**src/rtl/iir_m_feeder.sv**
```systemverilog
// iir_m_feeder: stream-side initiator for the multi-cycle IIR_m biquad.
// Input FIFO -> one sample at a time to the filter (f_din held for the whole
// filter sequence) -> result captured into the output FIFO -> m_* stream.
// A filter that never answers is aborted after TIMEOUT wait cycles and a zero
// is returned in its place so sample count and order are preserved.
// Optional: define IIR_FEEDER_STAT_EN to add stat_samples / stat_timeouts.
module iir_m_feeder #(
    parameter int DW        = 18,
    parameter int IN_DEPTH  = 4,
    parameter int OUT_DEPTH = 4,
    parameter int TIMEOUT   = 15
) (
    input  logic          clk,
    input  logic          rst,
    input  logic [DW-1:0] s_data,
    input  logic          s_valid,
    output logic          s_ready,
    output logic [DW-1:0] f_din,
    output logic          f_din_valid,
    input  logic [DW-1:0] f_dout,
    input  logic          f_dout_valid,
    output logic [DW-1:0] m_data,
    output logic          m_valid,
    input  logic          m_ready,
    output logic          busy,
    output logic          timeout_err
`ifdef IIR_FEEDER_STAT_EN
    ,
    output logic [15:0]   stat_samples,
    output logic [7:0]    stat_timeouts
`endif
);
    localparam int IAW = $clog2(IN_DEPTH);
    localparam int ICW = $clog2(IN_DEPTH + 1);
    localparam int OAW = $clog2(OUT_DEPTH);
    localparam int OCW = $clog2(OUT_DEPTH + 1);
    localparam int TCW = $clog2(TIMEOUT + 1);
    localparam logic [ICW-1:0] IN_FULL  = ICW'(IN_DEPTH);
    localparam logic [OCW-1:0] OUT_FULL = OCW'(OUT_DEPTH);
    localparam logic [TCW-1:0] TMO_LAST = TCW'(TIMEOUT - 1);

    typedef enum logic [1:0] {IDLE, ISSUE, WAIT} state_t;

    state_t         state_q, state_d;
    logic [TCW-1:0] tmo_q, tmo_d;
    logic [DW-1:0]  f_din_q;
    logic           tmo_err_q;

    logic [DW-1:0]  in_mem_q [IN_DEPTH];
    logic [IAW-1:0] in_wr_q, in_rd_q;
    logic [ICW-1:0] in_cnt_q, in_cnt_d;
    logic [DW-1:0]  out_mem_q [OUT_DEPTH];
    logic [OAW-1:0] out_wr_q, out_rd_q;
    logic [OCW-1:0] out_cnt_q, out_cnt_d;

    logic           in_push, in_pop, out_wr, out_pop, tmo_hit, done, issue_go;
    logic [DW-1:0]  out_wdata;

    // FIFO handshakes and WAIT completion (result or timeout)
    always_comb begin
        s_ready   = rst && (in_cnt_q != IN_FULL);
        in_push   = s_valid && s_ready;
        in_pop    = (state_q == ISSUE);
        m_valid   = (out_cnt_q != '0);
        out_pop   = m_valid && m_ready;
        tmo_hit   = (state_q == WAIT) && !f_dout_valid && (tmo_q == TMO_LAST);
        done      = (state_q == WAIT) && (f_dout_valid || tmo_hit);
        out_wr    = done;
        out_wdata = f_dout_valid ? f_dout : '0;
        issue_go  = (state_d == ISSUE);
    end

    // occupancy next-state; simultaneous push/pop leaves the count unchanged
    always_comb begin
        in_cnt_d = in_cnt_q;
        if (in_push && !in_pop)      in_cnt_d = in_cnt_q + ICW'(1);
        else if (!in_push && in_pop) in_cnt_d = in_cnt_q - ICW'(1);
        out_cnt_d = out_cnt_q;
        if (out_wr && !out_pop)      out_cnt_d = out_cnt_q + OCW'(1);
        else if (!out_wr && out_pop) out_cnt_d = out_cnt_q - OCW'(1);
    end

    // FSM next state; a finishing WAIT may issue directly so back-to-back
    // samples are spaced 7 cycles apart
    always_comb begin
        state_d = state_q;
        tmo_d   = '0;
        unique case (state_q)
            IDLE:  if (in_cnt_q != '0 && out_cnt_q != OUT_FULL) state_d = ISSUE;
            ISSUE: state_d = WAIT;
            WAIT: begin
                if (done)
                    state_d = (in_cnt_q != '0 && out_cnt_d != OUT_FULL) ? ISSUE : IDLE;
                else
                    tmo_d = tmo_q + TCW'(1);
            end
            default: state_d = IDLE;
        endcase
    end

    // FSM outputs
    always_comb begin
        f_din_valid = (state_q == ISSUE);
        busy        = (state_q != IDLE);
        f_din       = f_din_q;
        timeout_err = tmo_err_q;
        m_data      = m_valid ? out_mem_q[out_rd_q] : '0;
    end

    // state, timeout counter, held filter input, sticky error
    always_ff @(posedge clk) begin
        if (!rst) begin
            state_q   <= IDLE;
            tmo_q     <= '0;
            f_din_q   <= '0;
            tmo_err_q <= 1'b0;
        end else begin
            state_q <= state_d;
            tmo_q   <= tmo_d;
            // head is loaded as ISSUE is entered so f_din is valid with the pulse
            if (issue_go) f_din_q <= in_mem_q[in_rd_q];
            if (tmo_hit)  tmo_err_q <= 1'b1;
        end
    end

    // input FIFO pointers and count (head popped at the end of ISSUE)
    always_ff @(posedge clk) begin
        if (!rst) begin
            in_wr_q  <= '0;
            in_rd_q  <= '0;
            in_cnt_q <= '0;
        end else begin
            if (in_push) in_wr_q <= in_wr_q + IAW'(1);
            if (in_pop)  in_rd_q <= in_rd_q + IAW'(1);
            in_cnt_q <= in_cnt_d;
        end
    end

    // output FIFO pointers and count
    always_ff @(posedge clk) begin
        if (!rst) begin
            out_wr_q  <= '0;
            out_rd_q  <= '0;
            out_cnt_q <= '0;
        end else begin
            if (out_wr)  out_wr_q <= out_wr_q + OAW'(1);
            if (out_pop) out_rd_q <= out_rd_q + OAW'(1);
            out_cnt_q <= out_cnt_d;
        end
    end

    // FIFO storage; contents are don't-care while the count says empty
    always_ff @(posedge clk) begin
        if (in_push) in_mem_q[in_wr_q]   <= s_data;
        if (out_wr)  out_mem_q[out_wr_q] <= out_wdata;
    end

`ifdef IIR_FEEDER_STAT_EN
    logic [15:0] stat_samples_q;
    logic [7:0]  stat_timeouts_q;

    // saturating result / timeout counters, updated with the output FIFO write
    always_ff @(posedge clk) begin
        if (!rst) begin
            stat_samples_q  <= '0;
            stat_timeouts_q <= '0;
        end else begin
            if (out_wr && stat_samples_q != '1)   stat_samples_q  <= stat_samples_q + 16'd1;
            if (tmo_hit && stat_timeouts_q != '1) stat_timeouts_q <= stat_timeouts_q + 8'd1;
        end
    end

    assign stat_samples  = stat_samples_q;
    assign stat_timeouts = stat_timeouts_q;
`endif

endmodule

```
**config.mk**
```make
export PLATFORM = sky130hd
export DESIGN_NAME = iir_m_feeder
export DESIGN_NICKNAME = d
export VERILOG_FILES = /design/src/rtl/iir_m_feeder.sv
export SDC_FILE = /design/constraint.sdc
export NUM_CORES = 1
export LEC_CHECK = 0
export CORE_MARGIN = 1
export CORE_UTILIZATION = 55
export DETAILED_ROUTE_END_ITERATION = 10
export GPL_TIMING_DRIVEN = 0
export PLACE_DENSITY = 0.88
export SLEW_MARGIN = 20
export SYNTH_ARGS = -nofsm -noshare
export SYNTH_HDL_FRONTEND = slang
export SYNTH_SLANG_ARGS = --single-unit
```
**constraint.sdc**
```tcl
create_clock -name clk -period 2.52 [get_ports clk]
set_input_delay 0.378 -clock clk [delete_from_list [all_inputs] [get_ports clk]]
set_output_delay 0.378 -clock clk [all_outputs]
set_load 0.03 [all_outputs]
```
==> After elaboration in Yosys (flattened, before gate mapping) <==
Memory sizes are Yosys's and may differ from the RTL's. A register that Yosys moved wholly into a read port is not among the register bits.
Cells that the tools add are included.
{ "op_classes": {"add_sub_neg": 9, "n_eq_ne": 7, "muxes": 16, "bitwise_logic": 2, "reduce_logical": 25} }
{ "op_table": {"columns": ["operator", "n"], "rows": [
  ["$mux W18", 2],
  ["$logic_and A1 B1 Y1", 12],
  ["$mux W3", 4],
  ["$ne A3 B3 Y1 const B", 3],
  ["$add A2 B1 Y2 const B", 4],
  ["$mux W2", 4],
  ["$add A3 B1 Y3 const B", 2],
  ["$logic_not A1 Y1", 6],
  ["$pmux W2 S3", 1],
  ["$reduce_bool A3 Y1", 2],
  ["$sub A3 B1 Y3 const B", 2],
  ["$mux W1", 5],
  ["$add A4 B1 Y4 const B", 1],
  ["$eq A2 B1 Y1 const B", 2],
  ["$eq A4 B4 Y1 const B", 1],
  ["$reduce_bool A2 Y1", 2],
  ["$reduce_or A3 Y1", 1],
  ["$eq A2 B2 Y1 const B", 1],
  ["$logic_not A2 Y1", 1],
  ["$not A1 Y1", 2],
  ["$logic_or A1 B1 Y1", 1]
]} }
{ "totals": {"reg_bits": 21, "ram_bits": 144, "input_bits": 41, "output_inout_bits": 41, "wordCells": 70, "mem_count": 2} }
{ "mem_list": {"columns": ["name", "words", "word_bits", "rd", "rd_ports_with_merged_regs", "write_ports", "line", "source"], "rows": [
  ["in_mem_q", 4, 18, 1, 1, 1, "49", "logic [DW-1:0] in_mem_q [IN_DEPTH];"],
  ["out_mem_q", 4, 18, 1, 1, 1, "52", "logic [DW-1:0] out_mem_q [OUT_DEPTH];"]
]} }

==> Logic depth before layout (Yosys ltp) <==
Gate-level depths: netlist of run 1.
{ "depth": {"ltp_word": 15, "mapped_depth": 11, "mapped_depth_nobuf": 9} }

==> Least setup slack after synthesis of run 1 <==
No wires, ideal clock.
{ "synth_timing": {"kind": "flip-flop to flip-flop", "startpoint": "register in_cnt_q[0]", "endpoint": "register in_cnt_q[2]", "setup_time_ns": 0.076, "arrival_time_ns": 2.875, "required_time_ns": 2.444, "slack_ns": -0.431, "path_stages_with_launch": 10, "n_path_buf": 0, "period_less_slack_ns": 2.951, "cell_sequence": "dfxtp_1 > nor2_1 > a21boi_0 > and2_0 > ha_1 > inv_1 > fa_1 > xor2_1 > or3_1 > a21boi_0"} }
{ "synth_via": {"elab_chain_len": 6, "word_cells_on_any_way": 11, "classes_between": "add/sub: 2; eq/ne: 1; mux: 2; reduce/logical: 6"} }
{ "synth_lines": {"columns": ["element", "line", "source"], "rows": [
  ["from (decl)", "51", "logic [ICW-1:0] in_cnt_q, in_cnt_d;"],
  ["from (signal assigned)", "135", "in_cnt_q <= in_cnt_d;"],
  ["$ne A3 B3 Y1 (*)", "61", "s_ready = rst && (in_cnt_q != IN_FULL);"],
  ["$logic_and A1 B1 Y1 (*)", "61", null],
  ["net s_ready", "17", "output logic s_ready,"],
  ["$logic_and A1 B1 Y1 (*)", "62", "in_push = s_valid && s_ready;"],
  ["net in_push", "56", "logic in_push, in_pop, out_wr, out_pop, tmo_hit, done, issue_go;"],
  ["$logic_not A1 Y1", "77", "else if (!in_push && in_pop) in_cnt_d = in_cnt_q - ICW'(1);"],
  ["$logic_and A1 B1 Y1", "77", null],
  ["$reduce_bool A2 Y1 (no line)", null, null]
]} }
Mark *: on every way through the listed nets, which the timed path passes. The rest lies on a longest branch. The select of a mux whose other input is x is not followed.
A chain may end at the register's enable or synchronous reset.

==> Worst setup path in the final report of run 1 <==
{ "layout_timing": {"startpoint": "register out_cnt_q[1]", "endpoint": "output port m_data[7]"} }
{ "layout_via": {"elab_chain_len": 2} }
{ "layout_lines": {"columns": ["element", "line", "source"], "rows": [
  ["from (decl)", "54", "logic [OCW-1:0] out_cnt_q, out_cnt_d;"],
  ["from (signal assigned)", "148", "out_cnt_q <= out_cnt_d;"],
  ["$reduce_bool A3 Y1", "64", "m_valid = (out_cnt_q != '0);"],
  ["$mux W18", "107", "m_data = m_valid ? out_mem_q[out_rd_q] : '0;"],
  ["to (decl)", "22", "output logic [DW-1:0] m_data,"]
]} }
Every way passes these cells.

==> results of run 1 <==
-- per-stage QoR --
stage | TNS [ns] | setup slack [ns] | hold WS [ns]
floorplan | 0 | 0.1032 | 0.4297
finish | 0 | 0.1053 | 0.4648
global placement | -6.874 | -0.5357 | 0.4412
global route | -0.01993 | -0.01068 | 0.4802
CTS | 0 | 0.01620 | 0.4669
detailed placement | -7.781 | -0.5258 | 0.4577
-- cells by family (layout without fill, tap and decap cells) --
kind of cell    count (synthesis)  count (layout)  synth area share
flops                         185             185            0.6852
simple gates                  128             128           0.08982
mux                            55              55            0.1363
buf+inv                        32             146           0.02549
compound gates                 20              20           0.02199
fa+ha+maj                      15              15           0.02600
xor+xnor                       13              13           0.01516
-- repair_timing --
item,4_1_cts,5_1_grt
endpoints found under the setup margin,19,31
pin swaps,0,1
buffers inserted,1,2
hold buffers,0,0
resized for setup,67,22
-- area by class of cell --
type	count	area, sq um
fill	825	4114
multi-input combinational	231	2216
tap	176	220.2
buffer	18	156.4
clock inverter	15	166.4
timing repair buffer	84	799.5
clock buffer	17	425.4
inverter	12	45.04
sequential	185	5152
-- synth_stat cells, types with 2 or more instances --
master / n
nor2_1: 10
and3_1: 8
mux2i_1: 19
o21a_1: 2
nor3_1: 4
inv_1: 11
nand3_1: 4
o211ai_1: 2
mux4_1: 6
o21ai_0: 3
ha_1: 14
mux4_2: 30
a21boi_0: 2
dfxtp_1: 41
nand2_1: 43
xnor2_1: 10
nor2b_1: 4
and2_1: 46
edfxtp_1: 144
clkbuf_1: 12
buf_12: 2
xor2_1: 3
clkbuf_8: 3
-- sequential cells by signal, indices dropped and copies added (netlist names), named ones only --
| register | cells |
|---|---|
| in_cnt_q | 3 |
| timeout_err | 1 |
| in_wr_q | 2 |
| in_mem_q | 72 |
| out_rd_q | 2 |
| state_q | 2 |
| f_din | 18 |
| out_mem_q | 72 |
| out_wr_q | 2 |
| out_cnt_q | 3 |
| in_rd_q | 2 |
| tmo_q | 4 |
-- metal layers --
metal | up-vias | track usage
met4 | 0 | 0.07911
met2 | 150 | 0.3586
li1 | 1882 | -
met1 | 2094 | 0.2531
met5 | - | 0
met3 | 16 | 0.05460
-- where the power goes --
| part | switching (mW) | internal [mW] |
|---|---|---|
| combinational | 1.91 | 1.72 |
| sequential | 0.195 | 3.58 |
| clock | 1.15 | 1.48 |
-- worst max path at each step --
stage,endpoint,depth (start not counted),startpoint
3_5_place_dp,m_data[15],5,register
3_3_place_gp,m_data[14],5,register
6_report,m_data[7],7,out_cnt_q[1]$_SDFF_PN0_
4_1_cts,m_data[4],7,out_cnt_q[0]$_SDFF_PN0_
5_1_grt,m_data[7],7,out_cnt_q[1]$_SDFF_PN0_
2_1_floorplan,in_cnt_q[2]$_SDFFE_PN0P_,9,in_cnt_q[0]$_SDFFE_PN0P_
-- tightest hold or removal path: stages (launching register included) --
cell and delay [ns]:
dfxtp_1 0.31, nand2_1 0.05, mux2i_1 0.06
==> flow_summary.toml, run 1 <==
[logic_synthesis]
yosysTopAreaCellShare = 0.5759
synth_edf_count = 144
syn_area_sq_um = 7508
ys_seq_elements = 185
syn-instance-count = 448
syn_area_per_cell_sq_um = 16.76
ys_seq_area_frac = 0.6852
synthTopCellsByArea = "edfxtp_1 58%, dfxtp_1 11%, mux4_2 9.0%, and2_1 3.8%, mux2i_1 2.5%"
yosysWarnings = 0
async_reset_ff_frac = 0
syn_nets = 504
synth_ff_type = "edfxtp_1"
yosysTopAreaCell = "edfxtp_1"
synth.distinct_cells = 48

[min_path]
min_delay_worst_endpoint = "f_din[6]$_SDFFE_PN0N_"
hp-class = "register to register"
hp-start = "f_din[6]$_SDFFE_PN0N_"
hold_depth = 2

[final_layout]
layout_commonest_cell = "edfxtp_1"
post-route-util = 0.6906
fin_area_sq_um = 9181
drive_gt1_frac = 0.1833
stdcell_count = 738
nNetsFinal = 605
diodes = 0
layout_common_cells = "144 x edfxtp_1, 61 x clkdlybuf4s50_1, 47 x and2_1, 43 x nand2_1, 37 x dfxtp_1"
area.growth.synth_to_final_pct = 22.28

[detailed_routing]
detail_route.vias_per_cell = 5.612
first_pass_iters = 5
drtIter0Drc = 242
drt-total-wl_um = 13790
wl_met2_um = 7224
met3WireLength_um = 769
via_count = 4142
route.detailed.drc = 0
highest_layer = "met4"
avgRoutedWirePerCell_um = 18.69
ant_nets = 0
met1_length_um = 5595

[timing]
worst_pin_slew_ns = 0.9828
post-route-period-util = 0.9582
slew_violations = 0
slew_headroom = 0.3448
skew_ns = 0.008924
setup_viol = 0
max_freq_mhz = 414.1
hold_violations = 0
finalCriticalPeriod_ns = 2.415

[floorplan]
die_x_um = 118.8
initial_core_util = 0.5647
core_area_sq_um = 13300
fp.dieArea_sq_um = 14120
io_pins = 82
num_rows = 42
die_h_um = 118.8

[critical_path]
timing.rr.end = "f_din[16]$_SDFFE_PN0N_"
worstRegToRegCells = 10
worstPathRequired_ns = 2.14
path_max_fanout = 10
rrSetupSlack_ns = 0.11
path_class = "register to primary output"
start_kind = "register"
path_cells = "inv_1 -> ha_1 -> nor2b_4 -> inv_2 -> buf_4 -> and2_1 -> dlygate4sd2_1"
slowest_delay_ns = 0.40
worst-path-buf-inv = 4
rr_startpoint = "tmo_q[0]$_SDFF_PP0_"
end_kind = "primary output"
slowest_stage = "dlygate4sd2_1"
cp.arrival_ns = 2.04
cp_top_family = "buffers and inverters"

[clock_tree]
numCtsBuffers = 17
clock_insertion_delay_worst_skew_ns = 0.43
clock_sinks = 185
clk_path_buf_depth = 2
htree_num_levels = 4
cts_tree = "built"
cts_root_buffer = "clkbuf_16"
clkSlewWorstSetupHoldPaths_ns = 0.07

[global_routing]
antenna_found_initial = 0
grt_max_degree = 19
grtUsageTotal = 0.2086
grt_pass1_wl_um = 21940
overflow = 0
grt_pass1_vias = 4283

[placed_design]
dp_hpwl_um = 8800
gp_congestion = 0.8001
dpl_cell_area_sq_um = 8543
port_buffers = 81
place_inst = 705

[job]
drv_cap = 0

[outcome]
outcome = "finished clean"

[power_and_ir_drop]
max-vdd-ir-drop_mv = 0.8250
leakage_nw = 3.232
total_power_mw = 10.04
power_density_nw_per_um2 = 1094
(Power assumes the default switching activity.)
==> run 2, diff against run 1 <==
Settings changed: ABC_AREA set to 1.
==> flow_summary.toml, run 2 <==
[power_and_ir_drop]
leakage_nw = 3.552
power_density_nw_per_um2 = 1058
total_power_mw = 9.818
max-vdd-ir-drop_mv = 0.8737

[final_layout]
stdcell_count = 991
drive_gt1_frac = 0.1264
nNetsFinal = 858
area.growth.synth_to_final_pct = 22.40
diodes = 0
layout_commonest_cell = "edfxtp_1"
post-route-util = 0.6955
layout_common_cells = "144 x edfxtp_1, 138 x nor2_1, 62 x clkdlybuf4s50_1, 59 x o21ai_0, 58 x inv_1"
fin_area_sq_um = 9284
fillCellCount = 952

[timing]
max_freq_mhz = 404.1
finalCriticalPeriod_ns = 2.475
slew_violations = 0
hold_violations = 0
hold_slack_ns = 0.3707
fin_tns_setup_ns = 0
skew_ns = 0.01029
fin_ws_ns = 0.04524
slew_headroom = 0.5249
setup_viol = 0
post-route-period-util = 0.9820
rsz0062_at_grt = "true"
worst_pin_slew_ns = 0.7119

[logic_synthesis]
synth_most_common_cell = "nor2_1"
synth_ff_type = "edfxtp_1"
ys_seq_elements = 185
syn_area_sq_um = 7585
syn_nets = 753
synth_edf_count = 144
syn-instance-count = 697
ys_seq_area_frac = 0.6783
yosysTopAreaCell = "edfxtp_1"
synth.distinct_cells = 30
syn_area_per_cell_sq_um = 10.88
yosysTopAreaCellShare = 0.5701
synthTopCellsByArea = "edfxtp_1 57%, dfxtp_1 11%, nor2_1 7.2%, o21ai_0 3.9%, a21oi_1 3.4%"
yosys-top-cells-count = "146 x nor2_1, 144 x edfxtp_1, 59 x o21ai_0, 58 x inv_1, 52 x a21oi_1"
yosysWarnings = 0
async_reset_ff_frac = 0

[critical_path]
path_class = "register to primary output"
path_cells = "inv_1 -> ha_1 -> nand2_4 -> clkinv_2 -> clkbuf_4 -> a21oi_1 -> buf_2"
cp.arrival_ns = 2.10
path_depth = 7
end_kind = "primary output"
worst-path-buf-inv = 4
start_kind = "register"
worstRegToRegCells = 12
cp_top_family = "buffers and inverters"
path_max_fanout = 10
slowest_stage = "dfxtp_1"
worstPathRequired_ns = 2.14
slowest_delay_ns = 0.36

[floorplan]
die_x_um = 119.4
fp.dieArea_sq_um = 14260
die_h_um = 119.4
io_pins = 82
core_area_sq_um = 13350
num_rows = 42
initial_core_util = 0.5682

[job]
drv_cap = 0

[placed_design]
dp_hpwl_um = 10630
pre_cts_ws_ns = -0.2576
dpl_cell_area_sq_um = 8735
port_buffers = 80
gp_congestion = 0.7924
place_inst = 961

[clock_tree]
clk_path_buf_depth = 2
clock_insertion_delay_worst_skew_ns = 0.44
cts_root_buffer = "clkbuf_16"
numCtsBuffers = 17
clock_sinks = 185
htree_num_levels = 4
clkSlewWorstSetupHoldPaths_ns = 0.07
cts_tree = "built"

[min_path]
hold_depth = 4
hp-class = "input port to register"

[global_routing]
grt_pass1_vias = 5290
antenna_found_initial = 0
overflow = 0
grt_pass1_wl_um = 25790
grtUsageTotal = 0.2431
grt_max_degree = 21

[detailed_routing]
avgRoutedWirePerCell_um = 16.53
via_count = 5401
drt-total-wl_um = 16390
route.detailed.drc = 0
detail_route.vias_per_cell = 5.450
ant_nets = 0
first_pass_iters = 5
drtIter0Drc = 578

[outcome]
outcome = "finished clean"
-- run 2: changes by cell type in the layout (fill, tap and decap cells not counted), sizes merged, moves of 18 or more --
cell	change
nor2	+139
o21ai	+79
inv	+60
a21oi	+51
and2	-47
mux4	-36
nand3	+24
mux2i	-19
o22ai	+18
-- run 2: metal layers --
metal | GRT usage | up-vias | part of all wire
met5 | 0 | - | 0
met4 | 0.1016 | 0 | 0.020
met3 | 0.05939 | 32 | 0.060
met2 | 0.4230 | 235 | 0.52
met1 | 0.2878 | 2544 | 0.40
li1 | - | 2590 | -
-- run 2: cell families after synthesis --
kind of cell	share of synthesized area
flip-flops	0.6783
AND/OR/NAND/NOR	0.1328
buffers and inverters	0.05444
adder cells (fa/ha/maj)	0.02573
XOR/XNOR	0.004620
AO/OA/AOI/OAI	0.1041
-- run 2: where the power goes --
| group | internal (mW) | leakage, nW | switching [mW] |
|---|---|---|---|
| Clock | 1.34 | 0.290 | 1.28 |
| Combinational | 1.16 | 1.61 | 2.29 |
| Sequential | 3.58 | 1.65 | 0.176 |
| Total | 6.08 | 3.55 | 3.74 |
-- run 2: layout make-up --
cell class | count | area (sq um) | share of cell area
plain buffers | 31 | 158.9 | 0.01712
inverters | 69 | 260.3 | 0.02803
repair buffers | 88 | 848.3 | 0.09137
well taps | 176 | 220.2 | 0.02372
multi-input cells | 410 | 2051 | 0.2209
clock buffers | 17 | 425.4 | 0.04582
flip-flops and latches | 185 | 5147 | 0.5544
clock inverters | 15 | 172.7 | 0.01860
-- run 2: worst reg2reg max path: cells and delay by family (launching register included) --
| kind | cells | cell delay [ns] |
|---|---|---|
| DFF | 1 | 0.38 |
| buffers and inverters | 3 | 0.25 |
| adders and majority gates | 2 | 0.53 |
| AOI/OAI and AO/OA | 3 | 0.42 |
| and+or+nand+nor | 4 | 0.48 |
-- run 2: worst paths after layout --
kind,start,end,slack [ns]
worst max-delay path,out_cnt_q[0]$_SDFF_PN0_,m_data[13],0.05
worst min-delay path,f_dout_valid,timeout_err$_SDFFE_PN0P_,0.37
worst max register to register,in_cnt_q[1]$_SDFFE_PN0P_,in_cnt_q[2]$_SDFFE_PN0P_,0.39
worst min register to register,tmo_q[0]$_SDFF_PP0_,tmo_q[0]$_SDFF_PP0_,0.46
-- run 2: repair_timing --
action | 4_1_cts | 5_1_grt
resized for setup | 54 | 26
endpoints found under the setup margin | 18 | 14
setup buffers | 0 | 0
hold buffers | 0 | 0
==> run 3, diff against run 2 <==
Settings changed: CELL_PAD_IN_SITES_DETAIL_PLACEMENT set to 0, CELL_PAD_IN_SITES_GLOBAL_PLACEMENT set to 1, CORE_UTILIZATION 55 to 45, PLACE_DENSITY 0.88 to unset, PLACE_DENSITY_LB_ADDON set to 0.1, REMOVE_ABC_BUFFERS set to 1.
==> flow_summary.toml, run 3 (synthesized netlist as in run 2, its figures left out) <==
[critical_path]
rr_startpoint = "tmo_q[0]$_SDFF_PP0_"
path_class = "register to primary output"
slowest_stage = "dlygate4sd2_1"
path_max_fanout = 18
worst-path-buf-inv = 3
end_kind = "primary output"
path_cells = "inv_1 -> ha_1 -> nand2_4 -> clkinv_4 -> a21oi_1 -> dlygate4sd2_1"
start_kind = "register"
worstPathRequired_ns = 2.14
startpoint = "out_cnt_q[0]$_SDFF_PN0_"
slowest_delay_ns = 0.43
cp.arrival_ns = 2.04
cp_top_family = "buffers and inverters"

[placed_design]
gp_congestion = 0.7253
dp_hpwl_um = 9765
port_buffers = 81

[power_and_ir_drop]
switching_share = 0.3516
p_int_mw = 6.413
max-vdd-ir-drop_mv = 0.5047
power_frac_seq = 0.388
power_density_nw_per_um2 = 1066
clkPwrFrac = 0.280
leakage_nw = 3.517
pwr-share-comb = 0.331
p_sw_mw = 3.477

[min_path]
hp-class = "input port to register"
hp-start = "rst"

[global_routing]
grt_pass1_vias = 4968
grt_max_degree = 39
grt_pass1_wl_um = 25670
grtUsageTotal = 0.1914
antenna_found_initial = 0
overflow = 0

[timing]
finalCriticalPeriod_ns = 2.418
hold_violations = 0
max_freq_mhz = 413.6
slew_violations = 0
setup_viol = 0
rsz0062_at_grt = "false"
post-route-period-util = 0.9594
slew_headroom = 0.4807
worst_pin_slew_ns = 0.7779
hold_slack_ns = 0.4484
fin_tns_setup_ns = 0
skew_ns = 0.006703

[clock_tree]
clock_insertion_delay_worst_skew_ns = 0.42
numCtsBuffers = 17
htree_num_levels = 4
cts_root_buffer = "clkbuf_16"
clk_path_buf_depth = 2
cts_tree = "built"
clock_sinks = 185
holdBufCountCts = 0
clkSlewWorstSetupHoldPaths_ns = 0.07

[floorplan]
fp.dieArea_sq_um = 17380
io_pins = 82
initial_core_util = 0.4590
num_rows = 47
core_area_sq_um = 16520
die_h_um = 131.8
die_x_um = 131.8

[final_layout]
fillCellCount = 1460
nNetsFinal = 830
post-route-util = 0.5614
layout_common_cells = "144 x edfxtp_1, 138 x nor2_1, 61 x clkdlybuf4s50_1, 59 x o21ai_0, 58 x inv_1"
layout_commonest_cell = "edfxtp_1"
area.growth.synth_to_final_pct = 22.32
diodes = 0
drive_gt1_frac = 0.1055

[detailed_routing]
first_pass_iters = 4
avgRoutedWirePerCell_um = 15.60
route.detailed.drc = 0
via_count = 5032
drt-total-wl_um = 15710
drtIter0Drc = 319
ant_nets = 0
detail_route.vias_per_cell = 4.997

[job]
drv_cap = 0

[outcome]
outcome = "finished clean"
## run 3: stage by stage
stage | cell area [sq um] | total power [mW] | worst slack, ns | std cells
3_3_place_gp | 8517 | 7.249 | -1.885 | 965
3_5_place_dp | 8665 | 7.310 | -0.5987 | 974
2_1_floorplan | 7431 | 5.983 | -0.08355 | 664
4_1_cts | 9278 | 9.979 | 0.04412 | 1006
5_1_grt | 9278 | 10.45 | 0.01026 | 1007
6_report | 9278 | 9.890 | 0.1023 | 1007
## run 3: repair_timing
item,CTS,global route
setup endpoints to repair,77,38
resized for setup,25,12
setup buffers,0,1
## run 3: path summary, 6_finish.rpt
| kind | end | slack (ns) | depth (start not counted) |
|---|---|---|---|
| setup / recovery | m_data[14] | 0.10 | 6 |
| hold / removal | f_din[6]$_SDFFE_PN0N_ | 0.45 | 3 |
| setup reg to reg | f_din[9]$_SDFFE_PN0N_ | 0.37 | 14 |
| hold reg to reg | tmo_q[0]$_SDFF_PP0_ | 0.47 | 1 |
## run 3: power by group through the flow
| stage | combinational, mW | sequential (mW) | clock (mW) |
|---|---|---|---|
| floorplan | 1.95 | 4.03 | 0 |
| global placement | 3.30 | 3.95 | 0 |
| detailed placement | 3.38 | 3.93 | 0 |
| CTS | 3.28 | 3.87 | 2.83 |
| global route | 3.62 | 3.89 | 2.94 |
| finish | 3.28 | 3.84 | 2.77 |
## run 3: worst reg2reg max path, delay by kind of cell, from the launching register on
| kind | cells | cell delay (ns) |
|---|---|---|
| adder cells (fa/ha/maj) | 1 | 0.21 |
| buffers and inverters | 1 | 0.06 |
| flip-flops | 1 | 0.37 |
| AND/OR/NAND/NOR | 12 | 1.42 |
## run 3: layout make-up
cell class                 count  area (sq um)  area share
sequential                   185          5154      0.5555
multi-input combinational    410          2052      0.2212
timing repair buffer          91         907.1     0.09777
clock buffer                  17         425.4     0.04585
tap                          220         275.3     0.02967
inverter                      69         266.5     0.02873
clock inverter                15         197.7     0.02131
## run 3: per-layer routing
metal	track usage	wire, um	vias up	share of wire
li1	-	-	2520	-
met1	0.2352	6896	2373	0.44
met2	0.3319	7929	108	0.50
met3	0.03691	593	31	0.038
met4	0.07687	289	0	0.018
met5	0	0	-	0
